--- config.mk ---
export PLATFORM = sky130hd
export DESIGN_NAME = fp32_mul_seq
export DESIGN_NICKNAME = d
export VERILOG_FILES = /design/src/rtl/fp_mul_pkg.sv /design/src/rtl/fp_mul_rca.sv /design/src/rtl/fp_mul_round.sv /design/src/rtl/fp32_mul_seq.sv
export SDC_FILE = /design/constraint.sdc
export NUM_CORES = 1
export LEC_CHECK = 0
export CAP_MARGIN = 30
export CORE_UTILIZATION = 50
export CTS_BUF_LIST = sky130_fd_sc_hd__clkbuf_4
export CTS_CLUSTER_DIAMETER = 200
export DETAILED_ROUTE_END_ITERATION = 16
export PLACE_DENSITY = 0.77
export SETUP_SLACK_MARGIN = 0.1
export SKIP_LAST_GASP = 1
export SYNTH_ARGS = -nofsm -noshare
export SYNTH_HDL_FRONTEND = slang
export SYNTH_SLANG_ARGS = --single-unit
--- constraint.sdc ---
create_clock -name i_clk -period 9.3 [get_ports i_clk]
set_clock_uncertainty 0.2 [all_clocks]
set_input_delay 1.86 -clock i_clk [delete_from_list [all_inputs] [get_ports i_clk]]
set_output_delay 1.86 -clock i_clk [all_outputs]
set_load 0.05 [all_outputs]
--- src/rtl/fp_mul_pkg.sv ---
// Shared types and constants for the sequential fp32 multiplier.
package fp_mul_pkg;

  localparam int          EXP_BIAS = 127;
  localparam int          EXP_MAX  = 255;
  localparam logic [31:0] QNAN     = 32'h7FC00000;

  typedef enum logic [1:0] {IDLE, MUL, NORM, DONE} state_t;

  typedef struct packed {
    logic        sign;
    logic [7:0]  exp;
    logic [22:0] frac;
  } fp32_t;

  typedef enum logic [1:0] {ZERO, NORMAL, INF, NAN} cls_t;

  // Subnormals land in ZERO: they are flushed.
  function automatic cls_t classify(input fp32_t x);
    if (x.exp == 8'd0)   return ZERO;
    if (x.exp != 8'hFF)  return NORMAL;
    return (x.frac == '0) ? INF : NAN;
  endfunction

endpackage

--- src/rtl/fp_mul_rca.sv ---
// Ripple-carry adder chain used for the mantissa accumulate.
module fp_mul_rca #(
  parameter int W = 24
) (
  input  logic [W-1:0] i_a,
  input  logic [W-1:0] i_b,
  input  logic         i_cin,
  output logic [W-1:0] o_sum,
  output logic         o_cout
);

  logic [W:0] c;

  assign c[0] = i_cin;

  for (genvar i = 0; i < W; i++) begin : g_bit
    assign o_sum[i] = i_a[i] ^ i_b[i] ^ c[i];
    assign c[i+1]   = (i_a[i] & i_b[i]) | (c[i] & (i_a[i] ^ i_b[i]));
  end

  assign o_cout = c[W];

endmodule

--- src/rtl/fp_mul_round.sv ---
// Normalize, round and apply special/range overrides to a raw product.
// FP_MUL_ROUND_EN selects round-to-nearest-even; otherwise truncate.
module fp_mul_round
  import fp_mul_pkg::*;
#(
  parameter int MANT_W = 24,
  parameter int EXP_W  = 8
) (
  input  logic [2*MANT_W-1:0]     i_prod,
  input  logic signed [EXP_W+1:0] i_exp,
  input  logic                    i_sign,
  input  cls_t                    i_cls_a,
  input  cls_t                    i_cls_b,
  output logic [31:0]             o_data,
  output logic [2:0]              o_flags
);

  localparam int PW   = 2 * MANT_W;
  localparam int F    = MANT_W - 1;
  localparam int SE_W = EXP_W + 2;
  localparam logic signed [SE_W-1:0] EXP_OVF  = SE_W'(EXP_MAX);
  localparam logic signed [SE_W-1:0] EXP_ZERO = '0;

  logic                   hi;
  logic [F-1:0]           mant;
  logic signed [SE_W-1:0] exp_n;
  logic [F-1:0]           unused_lo;
  logic                   any_nan, any_inf, any_zero;
`ifdef FP_MUL_ROUND_EN
  logic                   guard, sticky;
  logic [F:0]             mant_rnd;
`endif

  assign unused_lo = i_prod[F-1:0];
  assign any_nan   = (i_cls_a == NAN)  || (i_cls_b == NAN);
  assign any_inf   = (i_cls_a == INF)  || (i_cls_b == INF);
  assign any_zero  = (i_cls_a == ZERO) || (i_cls_b == ZERO);

  // Product is in [1,4): pick the leading one, round, then override.
  always_comb begin
    hi    = i_prod[PW-1];
    mant  = hi ? i_prod[PW-2 -: F] : i_prod[PW-3 -: F];
    exp_n = i_exp + SE_W'(hi);
`ifdef FP_MUL_ROUND_EN
    guard    = hi ? i_prod[F] : i_prod[F-1];
    sticky   = hi ? |i_prod[F-1:0] : |i_prod[F-2:0];
    mant_rnd = {1'b0, mant};
    if (guard && (sticky || mant[0])) begin
      mant_rnd = {1'b0, mant} + (F+1)'(1);
      // Carry out leaves the fraction at zero and bumps the exponent.
      mant     = mant_rnd[F-1:0];
      exp_n    = exp_n + SE_W'(mant_rnd[F]);
    end
`endif
    o_flags = 3'b000;
    if (any_nan || (any_inf && any_zero)) begin
      o_data  = QNAN;
      o_flags = 3'b100;
    end else if (any_inf) begin
      o_data = {i_sign, {EXP_W{1'b1}}, {F{1'b0}}};
    end else if (any_zero) begin
      o_data = {i_sign, 31'h0};
    end else if (exp_n >= EXP_OVF) begin
      o_data  = {i_sign, {EXP_W{1'b1}}, {F{1'b0}}};
      o_flags = 3'b010;
    end else if (exp_n <= EXP_ZERO) begin
      o_data  = {i_sign, 31'h0};
      o_flags = 3'b001;
    end else begin
      o_data = {i_sign, exp_n[EXP_W-1:0], mant};
    end
  end

endmodule

--- src/rtl/fp32_mul_seq.sv ---
// Sequential fp32 multiplier: shift-and-add mantissa product over 24
// cycles, then one normalize/round cycle. Rounding mode is chosen by
// FP_MUL_ROUND_EN inside fp_mul_round.
module fp32_mul_seq
  import fp_mul_pkg::*;
#(
  parameter int MANT_W = 24,
  parameter int EXP_W  = 8
) (
  input  logic        i_clk,
  input  logic        i_rst_n,
  input  logic        i_valid,
  output logic        o_ready,
  input  logic [31:0] i_data_one,
  input  logic [31:0] i_data_two,
  output logic        o_valid,
  input  logic        i_ready,
  output logic [31:0] o_data,
  output logic [2:0]  o_flags
);

  localparam int SE_W  = EXP_W + 2;
  localparam int CNT_W = $clog2(MANT_W);

  state_t                 state, state_nx;
  fp32_t                  op_a, op_b;
  logic                   sign_q;
  logic signed [SE_W-1:0] exp_q;
  cls_t                   cls_a, cls_b;
  logic [MANT_W-1:0]      mcand, mplr, acc, addend, sum;
  logic                   cout;
  logic [CNT_W-1:0]       cnt;
  logic [31:0]            rnd_data;
  logic [2:0]             rnd_flags;

  assign op_a    = i_data_one;
  assign op_b    = i_data_two;
  assign o_ready = (state == IDLE);
  assign o_valid = (state == DONE);
  assign addend  = mplr[0] ? mcand : '0;

  fp_mul_rca #(.W(MANT_W)) u_rca (
    .i_a    (acc),
    .i_b    (addend),
    .i_cin  (1'b0),
    .o_sum  (sum),
    .o_cout (cout)
  );

  fp_mul_round #(.MANT_W(MANT_W), .EXP_W(EXP_W)) u_round (
    .i_prod  ({acc, mplr}),
    .i_exp   (exp_q),
    .i_sign  (sign_q),
    .i_cls_a (cls_a),
    .i_cls_b (cls_b),
    .o_data  (rnd_data),
    .o_flags (rnd_flags)
  );

  // State register.
  always_ff @(posedge i_clk or negedge i_rst_n) begin
    if (!i_rst_n) state <= IDLE;
    else          state <= state_nx;
  end

  // Next-state: fixed 24 MUL cycles regardless of operand class.
  always_comb begin
    state_nx = state;
    case (state)
      IDLE:    if (i_valid) state_nx = MUL;
      MUL:     if (cnt == '0) state_nx = NORM;
      NORM:    state_nx = DONE;
      DONE:    if (i_ready) state_nx = IDLE;
      default: state_nx = IDLE;
    endcase
  end

  // Operand capture, shift-and-add accumulate, result register.
  always_ff @(posedge i_clk or negedge i_rst_n) begin
    if (!i_rst_n) begin
      sign_q  <= 1'b0;
      exp_q   <= '0;
      cls_a   <= ZERO;
      cls_b   <= ZERO;
      mcand   <= '0;
      mplr    <= '0;
      acc     <= '0;
      cnt     <= '0;
      o_data  <= '0;
      o_flags <= '0;
    end else begin
      case (state)
        IDLE: if (i_valid) begin
          sign_q <= op_a.sign ^ op_b.sign;
          exp_q  <= SE_W'(op_a.exp) + SE_W'(op_b.exp) - SE_W'(EXP_BIAS);
          cls_a  <= classify(op_a);
          cls_b  <= classify(op_b);
          mcand  <= (op_a.exp == '0) ? '0 : {1'b1, op_a.frac};
          mplr   <= (op_b.exp == '0) ? '0 : {1'b1, op_b.frac};
          acc    <= '0;
          cnt    <= CNT_W'(MANT_W - 1);
        end
        MUL: begin
          {acc, mplr} <= {cout, sum, mplr[MANT_W-1:1]};
          cnt         <= cnt - 1'b1;
        end
        NORM: begin
          o_data  <= rnd_data;
          o_flags <= rnd_flags;
        end
        default: ;
      endcase
    end
  end

endmodule

==> metrics <==
DR iter-0 viols 231; crit start category flop; post-synthesis sequential area ratio 0.450; I/O Pins 105; flop2flop setup slack 0.13 ns; status complete, no violations; DIE AREA 0.0148 mm^2; Post-synth EDFFs 0; Hold Path Class reg2reg; DRC viols 0; syn_area_per_cell 9.88 um^2; Ys Warns 0; dpl hpwl 11.6 mm; vias 5,568; fillers 1,168; placed cell area 0.00834 mm^2; Yosys reg bits 129; final setup fails 0; Setup CP Type reg2reg; worst skew pair latency 0.54 ns; RSZ-0062 raised after global routing true; CP most frequent cell fa_2; r2r startpoint mcand[0]$_DFFE_PN0P_; Worst Setup EP acc[22]$_DFFE_PN0P_; GPL Wtd Cong 0.833; WP data required 9.51 ns; drt pass-1 iters 5; PD cells 281 mW/mm^2; DIE WIDTH 122 um; Mapped Nets 842; IO Port Bufs 104; H-tree Lvls 4; Slew HR 0.341; Final Hold Viols 0; layout cells sized above 1 0.119; FFs w/ async S/R, synth 1.00; Post-Layout Inst Area 0.00859 mm^2; CTS tree done; FF-to-FF End acc[22]$_DFFE_PN0P_; Layout area overhead 19.8%; clock buffer depth 2; Post-synth top flop dfrtp_1; CTS sink cnt 129; synth unique cells 58; Total Neg Setup Slack 0 ns; synthesized cell area 0.00717 mm^2; Core Area 0.0139 mm^2; total CTS buffers 17; Worst Path Buf+Inv 3; Nets 932; antenna viol nets, final 0; maximum VDD drop 0.173 mV; max_cap viols 0; total power 0.00241 W; first-pass GRT wire length 27.1 mm; crit end category flop; Final period util 0.986; delay-heaviest family, CP adder cells; final worst slack 0.127 ns; DR WL/cell 16.0 um; slowest cell delay on critical path 0.47 ns; post-CTS setup buffer count 0; Rows 43; hold_buf cts 0; Layout Cells excl Fill 1,008; worst slew pin tran 0.988 ns; WL final 16.1 mm; fin. max-slew vios 0; Root Driver clkbuf_4; fmax 0.109 GHz; crit path DAT 9.38 ns; placed insts 976; vias per inst 5.52; Gate Count Post-Synth 726; crit path time final 9.17 ns; CP max stage cell fa_1; R2R cell count 29; GRT Total Usage 0.237; Setup crit start mcand[0]$_DFFE_PN0P_; initial antenna violation count 1; Worst path depth 29; largest net degree at the start of global routing 68; vias in the first global route 5,655; Die H 122 um; Worst Path Max Fanout 2; Worst-path clk slew 0.11 ns; total grt overflow 0; Leakage 3.54 nW; Initial Util 0.515; Setup WS pre-CTS -0.0700 ns
cell type report:
class	count	area [um^2]	area share
Clock inverter	9	45.0	0.00525
Tap cell	180	225	0.0262
Inverter	69	259	0.0302
Multi-Input combinational cell	486	3550	0.413
Sequential cell	129	3230	0.376
Clock buffer	21	158	0.0184
Antenna cell	1	2.50	0.000291
Timing Repair Buffer	113	1120	0.130
worst reg2reg max path: cells and delay by family, from the launching register on:
| kind | cells | cell delay (ns) |
|---|---|---|
| simple gates | 1 | 0.14 |
| flops | 1 | 0.38 |
| buf+inv | 3 | 0.15 |
| fa+ha+maj | 24 | 8.13 |
| compound gates | 1 | 0.07 |
flip-flops by register name, summed over array words and instances (netlist names):
register / cells
cls_b: 2
o_data: 32
sign_q: 1
exp_q: 10
mplr: 24
cnt: 5
acc: 24
mcand: 24
cls_a: 2
o_flags: 3
state: 2
through the flow:
step / hold WS [ns] / utilization
6_report: 0.293 / 0.616
5_1_grt: 0.319 / 0.616
4_1_cts: 0.298 / 0.614
3_5_place_dp: 0.273 / 0.599
3_3_place_gp: 0.261 / 0.599
2_1_floorplan: 0.250 / -
cells in the mapped netlist, drive strengths merged, types with 7 or more instances:
master,n,area (um^2)
buf,10,80.1
a22o,25,219
nand2,100,378
ha,24,300
inv,69,259
nor4,17,128
xnor2,7,61.3
fa,24,480
nand4,7,43.8
a21oi,40,211
o21ai,55,275
mux2i,25,250
clkbuf,32,120
nand3,10,72.6
nor3,8,45.0
nor2,45,169
dfrtp,129,3230
o22ai,45,407
xor2,7,68.8
worst min-delay path by stage:
stage	from	end	slack, ns	depth (start not counted)
5_1_grt	mplr[7]$_DFFE_PN0P_	mplr[7]$_DFFE_PN0P_	0.32	2
6_report	mplr[3]$_DFFE_PN0P_	mplr[3]$_DFFE_PN0P_	0.29	2
3_3_place_gp	mplr[7]$_DFFE_PN0P_	mplr[7]$_DFFE_PN0P_	0.26	2
2_1_floorplan	mcand[23]$_DFFE_PN0P_	mcand[23]$_DFFE_PN0P_	0.25	1
4_1_cts	mplr[3]$_DFFE_PN0P_	mplr[3]$_DFFE_PN0P_	0.30	2
3_5_place_dp	mcand[23]$_DFFE_PN0P_	mcand[23]$_DFFE_PN0P_	0.27	1
cell families after synthesis:
logic type | after synthesis | synth area share
AOI/OAI and AO/OA | 187 | 0.180
xor gates and xnor gates | 14 | 0.0182
adders and majority gates | 48 | 0.109
buffers and inverters | 111 | 0.0640
DFF | 129 | 0.450
muxes | 29 | 0.0417
and+or+nand+nor | 208 | 0.136
power by group:
| part | switching, W | leakage (nW) | internal (W) | total, W |
|---|---|---|---|---|
| Combinational | 0.000724 | 1.76 | 0.000436 | 0.00116 |
| Clock | 0.000195 | 0.125 | 0.000110 | 0.000305 |
| Sequential | 0.000171 | 1.66 | 0.000774 | 0.000945 |
cell usage in the layout (no fill, tap or decap), drive strengths merged, types with 4 or more instances in the layout:
| master | count |
|---|---|
| mux2 | 4 |
| nand2 | 100 |
| clkinv | 9 |
| nor2 | 45 |
| nor4 | 17 |
| dfrtp | 129 |
| fa | 24 |
| ha | 24 |
| o21ai | 55 |
| nor2b | 4 |
| a22o | 25 |
| a21oi | 40 |
| clkbuf | 21 |
| clkdlybuf4s50 | 103 |
| xnor2 | 7 |
| inv | 69 |
| nand3 | 10 |
| o22ai | 45 |
| nor3 | 8 |
| mux2i | 25 |
| nand4 | 7 |
| buf | 10 |
| xor2 | 7 |
metal layers:
metal	vias to the layer above	GRT usage	part of all wire
met4	0	0.0795	0.013
li1	2700	-	-
met2	124	0.374	0.47
met5	-	0	0
met1	2724	0.321	0.47
met3	20	0.0552	0.044
what timing repair did:
| item | 4_1_cts | 5_1_grt |
|---|---|---|
| gates cloned | 0 | 0 |
| resized for setup | 5 | 5 |
| endpoints found under the hold margin | 0 | 0 |
| setup endpoints to repair | 3 | 3 |
Power figures use the tool's default switching activity.
